==> config.mk <==
export PLATFORM = sky130hd
export DESIGN_NAME = scr1_dmem_copy_initiator
export DESIGN_NICKNAME = d
export VERILOG_FILES = /design/src/rtl/scr1_dma_pkg.sv /design/src/rtl/scr1_dmem_copy_initiator.sv
export SDC_FILE = /design/constraint.sdc
export NUM_CORES = 1
export LEC_CHECK = 0
export BUFFER_PORTS_ARGS = -buffer_cell sky130_fd_sc_hd__buf_2
export CORE_AREA = 5 5 137 152
export CTS_CLUSTER_SIZE = 30
export DETAILED_ROUTE_END_ITERATION = 10
export DIE_AREA = 0 0 142 157
export PLACE_DENSITY = 0.81
export SYNTH_ARGS = -nofsm -noshare
export SYNTH_HDL_FRONTEND = slang
export SYNTH_SLANG_ARGS = --single-unit
==> constraint.sdc <==
create_clock -name clk -period 6.1 [get_ports clk]
set_input_delay 0.305 -clock clk [delete_from_list [all_inputs] [get_ports clk]]
set_output_delay 0.305 -clock clk [all_outputs]
set_load 0.01 [all_outputs]
==> src/rtl/scr1_dma_pkg.sv <==
// Shared types for the dmem word-copy initiator: dmem interface encodings (same values as
// scr1_memif.svh) plus the copy-engine FSM state and address step.
package scr1_dma_pkg;

    typedef enum logic {
        SCR1_MEM_CMD_RD = 1'b0,
        SCR1_MEM_CMD_WR = 1'b1
    } type_scr1_mem_cmd_e;

    typedef enum logic [1:0] {
        SCR1_MEM_WIDTH_BYTE  = 2'b00,
        SCR1_MEM_WIDTH_HWORD = 2'b01,
        SCR1_MEM_WIDTH_WORD  = 2'b10
    } type_scr1_mem_width_e;

    typedef enum logic [1:0] {
        SCR1_MEM_RESP_NOTRDY = 2'b00,
        SCR1_MEM_RESP_RDY_OK = 2'b01,
        SCR1_MEM_RESP_RDY_ER = 2'b10
    } type_scr1_mem_resp_e;

    typedef enum logic [2:0] {
        IDLE,
        CHK,
        RD_REQ,
        RD_WAIT,
        WR_REQ,
        WR_WAIT,
        FIN
    } type_scr1_dma_state_e;

    localparam int unsigned SCR1_DMA_WORD_INC = 4;

endpackage

==> src/rtl/scr1_dmem_copy_initiator.sv <==
// Word-copy engine acting as a dmem initiator: copies len words from src to dst as
// read-then-write pairs with a single outstanding request.
module scr1_dmem_copy_initiator
    import scr1_dma_pkg::*;
#(
    parameter int unsigned LEN_W  = 16,
    parameter int unsigned AWIDTH = 32,
    parameter int unsigned DWIDTH = 32
) (
    input  logic                 clk,
    input  logic                 rst_n,
    input  logic                 start,
    input  logic                 abort,
    input  logic [AWIDTH-1:0]    src_addr,
    input  logic [AWIDTH-1:0]    dst_addr,
    input  logic [LEN_W-1:0]     len,
    output logic                 busy,
    output logic                 done,
    output logic                 error,
    output logic [AWIDTH-1:0]    err_addr,
    output logic                 dmem_req,
    input  logic                 dmem_req_ack,
    output type_scr1_mem_cmd_e   dmem_cmd,
    output type_scr1_mem_width_e dmem_width,
    output logic [AWIDTH-1:0]    dmem_addr,
    output logic [DWIDTH-1:0]    dmem_wdata,
    input  logic [DWIDTH-1:0]    dmem_rdata,
    input  type_scr1_mem_resp_e  dmem_resp
);

    type_scr1_dma_state_e state_q, state_d;
    logic [AWIDTH-1:0]    src_q, src_d;
    logic [AWIDTH-1:0]    dst_q, dst_d;
    logic [LEN_W-1:0]     rem_q, rem_d;
    logic [DWIDTH-1:0]    wdata_q, wdata_d;
    logic                 error_q, error_d;
    logic [AWIDTH-1:0]    err_addr_q, err_addr_d;

    always_ff @(posedge clk or negedge rst_n) begin
        if (!rst_n) begin
            state_q    <= IDLE;
            src_q      <= '0;
            dst_q      <= '0;
            rem_q      <= '0;
            wdata_q    <= '0;
            error_q    <= 1'b0;
            err_addr_q <= '0;
        end else begin
            state_q    <= state_d;
            src_q      <= src_d;
            dst_q      <= dst_d;
            rem_q      <= rem_d;
            wdata_q    <= wdata_d;
            error_q    <= error_d;
            err_addr_q <= err_addr_d;
        end
    end

    always_comb begin
        state_d    = state_q;
        src_d      = src_q;
        dst_d      = dst_q;
        rem_d      = rem_q;
        wdata_d    = wdata_q;
        error_d    = error_q;
        err_addr_d = err_addr_q;
        case (state_q)
            IDLE: begin
                // start takes priority over abort here: abort is not looked at in IDLE
                if (start) begin
                    src_d   = src_addr;
                    dst_d   = dst_addr;
                    rem_d   = len;
                    error_d = 1'b0;
                    state_d = CHK;
                end
            end
            CHK: begin
                // Early exits still pass through FIN so done is a single registered-state pulse
                if (rem_q == '0) begin
                    state_d = FIN;
                end else if (src_q[1:0] != 2'b00) begin
                    error_d    = 1'b1;
                    err_addr_d = src_q;
                    state_d    = FIN;
                end else if (dst_q[1:0] != 2'b00) begin
                    error_d    = 1'b1;
                    err_addr_d = dst_q;
                    state_d    = FIN;
                end else begin
                    state_d = RD_REQ;
                end
            end
            RD_REQ: begin
                if (abort) begin
                    state_d = FIN;
                end else if (dmem_req_ack) begin
                    state_d = RD_WAIT;
                end
            end
            RD_WAIT: begin
                if (dmem_resp == SCR1_MEM_RESP_RDY_OK) begin
                    wdata_d = dmem_rdata;
                    state_d = WR_REQ;
                end else if (dmem_resp == SCR1_MEM_RESP_RDY_ER) begin
                    error_d    = 1'b1;
                    err_addr_d = src_q;
                    state_d    = FIN;
                end
            end
            WR_REQ: begin
                if (dmem_req_ack) begin
                    state_d = WR_WAIT;
                end
            end
            WR_WAIT: begin
                if (dmem_resp == SCR1_MEM_RESP_RDY_OK) begin
                    src_d = src_q + AWIDTH'(SCR1_DMA_WORD_INC);
                    dst_d = dst_q + AWIDTH'(SCR1_DMA_WORD_INC);
                    rem_d = rem_q - LEN_W'(1);
                    if ((rem_q == LEN_W'(1)) || abort) begin
                        state_d = FIN;
                    end else begin
                        state_d = RD_REQ;
                    end
                end else if (dmem_resp == SCR1_MEM_RESP_RDY_ER) begin
                    error_d    = 1'b1;
                    err_addr_d = dst_q;
                    state_d    = FIN;
                end
            end
            FIN:     state_d = IDLE;
            default: state_d = IDLE;
        endcase
    end

    // A read request withdrawn by abort is never presented to the responder
    assign dmem_req   = ((state_q == RD_REQ) && !abort) || (state_q == WR_REQ);
    assign dmem_cmd   = (state_q == WR_REQ) ? SCR1_MEM_CMD_WR : SCR1_MEM_CMD_RD;
    assign dmem_width = SCR1_MEM_WIDTH_WORD;
    assign dmem_addr  = (state_q == WR_REQ) ? dst_q :
                        (state_q == RD_REQ) ? src_q : '0;
    assign dmem_wdata = wdata_q;
    assign busy       = (state_q != IDLE);
    assign done       = (state_q == FIN);
    assign error      = error_q;
    assign err_addr   = err_addr_q;

endmodule

### Word-level counts from Yosys, hierarchy flattened

Index checks and enable logic that the tools add are counted.

* add/sub/neg operators: 3
* multiply operators: 0
* div/mod/pow operators: 0
* order comparisons: 0
* eq/ne operators: 21
* shift operators: 0
* muxes and demuxes: 39
* bitwise logic cells: 0
* reduce and logical (&&, ||, !) cells: 18

Operators with widths (count)
* $mux W32: 13
* $pmux W32 S2: 2
* $pmux W32 S3: 1
* $add A32 B3 Y32 const B: 2
* $mux W3: 11
* $mux W16: 2
* $pmux W16 S2: 1
* $ne A2 B2 Y1 const B: 9
* $pmux W3 S6: 1
* $eq A16 B1 Y1 const B: 1
* $logic_not A16 Y1: 1
* $sub A16 B1 Y16 const B: 1
* $eq A3 B3 Y1 const B: 3
* $reduce_bool A3 Y1: 3
* $mux W1: 7
* $reduce_and A7 Y1: 1
* $eq A3 B2 Y1 const B: 2
* $ne A3 B3 Y1 const B: 2
* $reduce_and A3 Y1: 2
* $reduce_and A6 Y1: 1
* $reduce_bool A2 Y1: 3
* $eq A3 B1 Y1 const B: 1
* $logic_not A3 Y1: 1
* $pmux W1 S3: 1
* 8 further kinds: 9

* register bits: 148
* latch bits: 0
* memory bits (writable): 0
* memory bits (read-only): 0
* input bits: 119
* word-level logic and storage cells: 88
* memories: 0

### Depth between registers and ports, before layout

* word-level depth: 5
* mapped depth: 8
* gate-level depth less buffers: 7

### Worst setup path before layout

Ideal clock, no wire load.

* kind: register to register
* start: register state_q[2]
* end: register err_addr_q[10], in the netlist err_addr[10]
* library setup time: 0.125 ns
* arrival: 1.816 ns
* path slack: 4.160 ns
* stages on the path, launching flop included: 8
* period minus slack after synthesis: 1.940 ns
* path through: dfrtp_1 -> buf_2 -> buf_2 -> o31ai_1 -> o21ai_0 -> nor3_2 -> buf_4 -> mux2_2

* longest elaborated chain between the ends: 3
* elaborated cells on any way between the ends: 12
* those cells by class: 9 x eq/ne; 1 x mux; 2 x reduce/logical

Ends and longest elaborated chain
* from (decl): line scr1_dmem_copy_initiator.sv:31 `type_scr1_dma_state_e state_q, state_d;`
* from (signal assigned): line scr1_dmem_copy_initiator.sv:49 `state_q <= state_d;`
* $eq A3 B1 Y1, or another cell as far along: line scr1_dmem_copy_initiator.sv:67 `case (state_q)`
* $ne A3 B3 Y1 (no source line), or another cell as far along
* $reduce_and A7 Y1 (no source line)
* to (signal assigned): line scr1_dmem_copy_initiator.sv:55 `err_addr_q <= err_addr_d;`
* to (decl): line scr1_dmem_copy_initiator.sv:37 `logic [AWIDTH-1:0] err_addr_q, err_addr_d;`

Several ways; a longest one is shown, not always the timed one.
A chain may end at the register's enable or synchronous reset.

### Final worst setup path

* start: register state_q[2]
* end: register dst_q[31]

* longest elaborated chain between the ends: 3
* elaborated cells on any way between the ends: 7
* those cells by class: 3 x eq/ne; 1 x mux; 3 x reduce/logical

Ends and longest elaborated chain
* $eq A3 B3 Y1 / $logic_not A3 Y1 (equally long branches): line scr1_dmem_copy_initiator.sv:67
* $ne A2 B2 Y1 (no source line) / $reduce_bool A2 Y1 (equally long branches)
* $reduce_and A3 Y1 (no source line)
* to (signal assigned): line scr1_dmem_copy_initiator.sv:51 `dst_q <= dst_d;`
* to (decl): line scr1_dmem_copy_initiator.sv:33 `logic [AWIDTH-1:0] dst_q, dst_d;`

Several ways; a longest one is shown, not always the timed one.

==> flow_metrics.tcl <==
set metrics [dict create \
    status "completed" \
    grt-ovfl-total 0 \
    drc 0 \
    met3_usage_pct 7.536 \
    post_drt_wl_per_cell_um 19.34 \
    hpwl_mm 17.61 \
    hold_path_class "primary input to flip-flop" \
    tightest_slew_ns 1.183 \
    grt_max_degree 86 \
    r2r-end "dst_q[31]" \
    slowest_delay_ns 0.72 \
    maxCapViolations 0 \
    area_delta_synth_final_pct 21.14 \
    path_class "flip-flop to flip-flop" \
    clock-root-buffer "clkbuf_16" \
    rows 53 \
    synth_area_um2 8387 \
    min_to "dst_q[0]" \
    final_nets 1162 \
    tns_ns 0 \
    vias 7777 \
    die_area_um2 22290 \
    grt.met2_usage_pct 35.48 \
    p_leak_nw 4.378 \
    antennaDiodeCount 0 \
    yosysWarnings 0 \
    critPathTopFamily "simple AND/OR/NAND/NOR gates" \
    cts_tree "built" \
    async_reset_ff_share_pct 100.0 \
    clkLatencyLatePin_ns 0.42 \
    grt_pass1_vias 7664 \
    clkSinkCount 148 \
    postSynthCellCount 861 \
    drive_gt1_share_pct 36.10 \
    critical_path_arrival_ns 3.30 \
    p_per_area_nw_per_um2 556.3 \
    htreeDepth 4 \
    min_period_ns 3.000 \
    grt_usage_pct 22.18 \
    antenna_found_initial 0 \
    r2r_start "state_q[2]" \
    path_clk_slew_ns 0.06 \
    gp_congestion 0.8647 \
    firstDrtPassIters 5 \
    end_kind "flip-flop" \
    final-max-slew-violation-count 0 \
    yosysSeqAreaShare_pct 44.16 \
    worstHoldPathCells 3 \
    holdBufCountCts 1 \
    grt_pass1_wl_mm 39.72 \
    crit_buf_inv 1 \
    wl_mm 25.09 \
    cp_max_fo 55 \
    clock_skew_ns 0.01270 \
    core_um2 18970 \
    max-vdd-ir-drop_uv 284.2 \
    min_period_over_period_pct 49.19 \
    die_y_um 157 \
    drt_iter0_drc 661 \
    hold_viol 0 \
    synth_cell_types 71 \
    viasPerCell 5.996 \
    ioPinCount 222 \
    cts_resized 0 \
    syn_nets 985 \
    slew_headroom_pct 21.15 \
    crit_chain "or3b_4 > a21oi_4 > buf_4 > and3_1 > and4_1 > nor3_1" \
    synth_edf_count 0 \
    rsz0062_at_grt "no" \
    cts_buffers 17 \
    setup_viol 0 \
    reg2regPathDepth 6 \
    stdcell_count 1297 \
    clock_path_buffers 2 \
    initial_utilization_pct 44.22 \
    syn_area_per_cell_um2 9.741 \
    cts_setup_buffers 0 \
    critPathSlowestCell "a21oi_4" \
    ys_seq_elements 148 \
    worstHoldStart "dst_addr[0]" \
    die_w_um 142 \
    regToRegSetupSlack_ns 3.10 \
    dp_cells 1265 \
    cp.required_ns 6.40 \
    gr-max-usage-layer "met2" \
    start_kind "flip-flop" \
    clock.fmax_mhz 333.3 \
    met1_usage_pct 28.21 \
    synth_ff_type "dfrtp_1" \
    io_buffers 219 \
    antenna_left 0 \
]
-- tightest hold or removal path, delay by kind of cell --
family        cells  cell delay (ns)
buf+inv           1             0.08
simple gates      2             0.08
-- cell usage in the layout, fill, tap and decap left out, types with 18 or more instances in the layout --
cell type    n
a21oi_1     81
a22o_1      34
buf_2      218
dfrtp_1    148
mux2_2      94
nand2_1     69
nand3_1     40
nand4_1     18
nor2_1      45
o21ai_0     51
o22ai_1     28
-- cell usage after synthesis, types with 4 or more instances --
cell type,n,area share [%]
and2_1,4,0.30
and3_1,9,0.67
nand3_1,40,2.4
nor3_1,15,0.90
and4_1,4,0.42
buf_4,8,0.72
nor2_1,47,2.1
inv_1,13,0.58
a21o_1,4,0.36
mux2_2,94,13
buf_2,28,1.7
dfrtp_1,148,44
nand2_1,69,3.1
clkbuf_1,33,1.5
a21oi_1,81,4.8
nand4_1,18,1.3
nor4_1,8,0.60
a22oi_1,5,0.45
o22a_1,9,0.94
ha_1,5,0.75
o22ai_1,28,2.1
o21ai_0,51,3.0
a31oi_1,12,0.90
a2bb2oi_1,15,1.6
o21a_1,7,0.63
a22o_1,34,3.6
-- sequential cells by signal, indices dropped and copies added (netlist names) --
register / cells
rem_q: 16
error: 1
src_q: 32
err_addr: 32
state_q: 3
dmem_wdata: 32
dst_q: 32
-- layer usage --
metal,vias up,routed length [um]
li1,3602,-
met1,3800,10400
met2,339,11970
met3,36,2205
met4,0,508
met5,-,0
-- power by group --
| part | leakage [nW] | total, W | internal (W) | switching (W) |
|---|---|---|---|---|
| logic | 2.39 | 0.00259 | 0.00122 | 0.00137 |
| registers | 1.73 | 0.00202 | 0.00147 | 0.000556 |
| clock network | 0.265 | 0.00104 | 0.000612 | 0.000426 |
-- through the flow --
step	area [um2]	setup WS [ns]	total power, W	utilization [%]	hold WS, ns
after floorplan	8387	4.160	0.003746	-	0.009409
after global placement	9574	3.200	0.004514	50.48	0.4158
after detailed placement	9574	3.128	0.004620	50.48	0.4114
after CTS	10160	3.107	0.005673	53.57	0.06670
after global routing	10160	2.917	0.006050	53.57	0.08134
final	10160	3.100	0.005652	53.57	0.08244
-- how the worst max path moves through the flow --
stage,depth (start not counted),slack (ns),to,startpoint
after CTS,5,3.11,dmem_addr[8],state_q[1]
after floorplan,7,4.16,err_addr[10],state_q[2]
after detailed placement,6,3.13,dst_q[31],state_q[2]
after global routing,6,2.92,dst_q[31],state_q[2]
after global placement,6,3.20,dst_q[31],state_q[2]
final,6,3.10,dst_q[31],state_q[2]
-- kinds of logic after synthesis --
group / count (synthesis) / synth area share [%]
AO/OA/AOI/OAI: 280 / 22.12
AND/OR/NAND/NOR: 242 / 15.02
flip-flops: 148 / 44.16
multiplexers: 97 / 12.98
buffers and inverters: 85 / 4.670
adder cells (fa/ha/maj): 5 / 0.7459
other: 2 / 0.08955
XOR/XNOR: 2 / 0.2089
-- area by class of cell --
type,instances,area [um2]
well taps,247,309.0
multi-input cells,628,4335
clock inverters,11,128.9
clock buffers,20,446.7
fillers,1748,8806
inverters,13,48.80
flip-flops and latches,148,3704
repair buffers,230,1187
No activity file was read; power rests on OpenSTA's default activity.
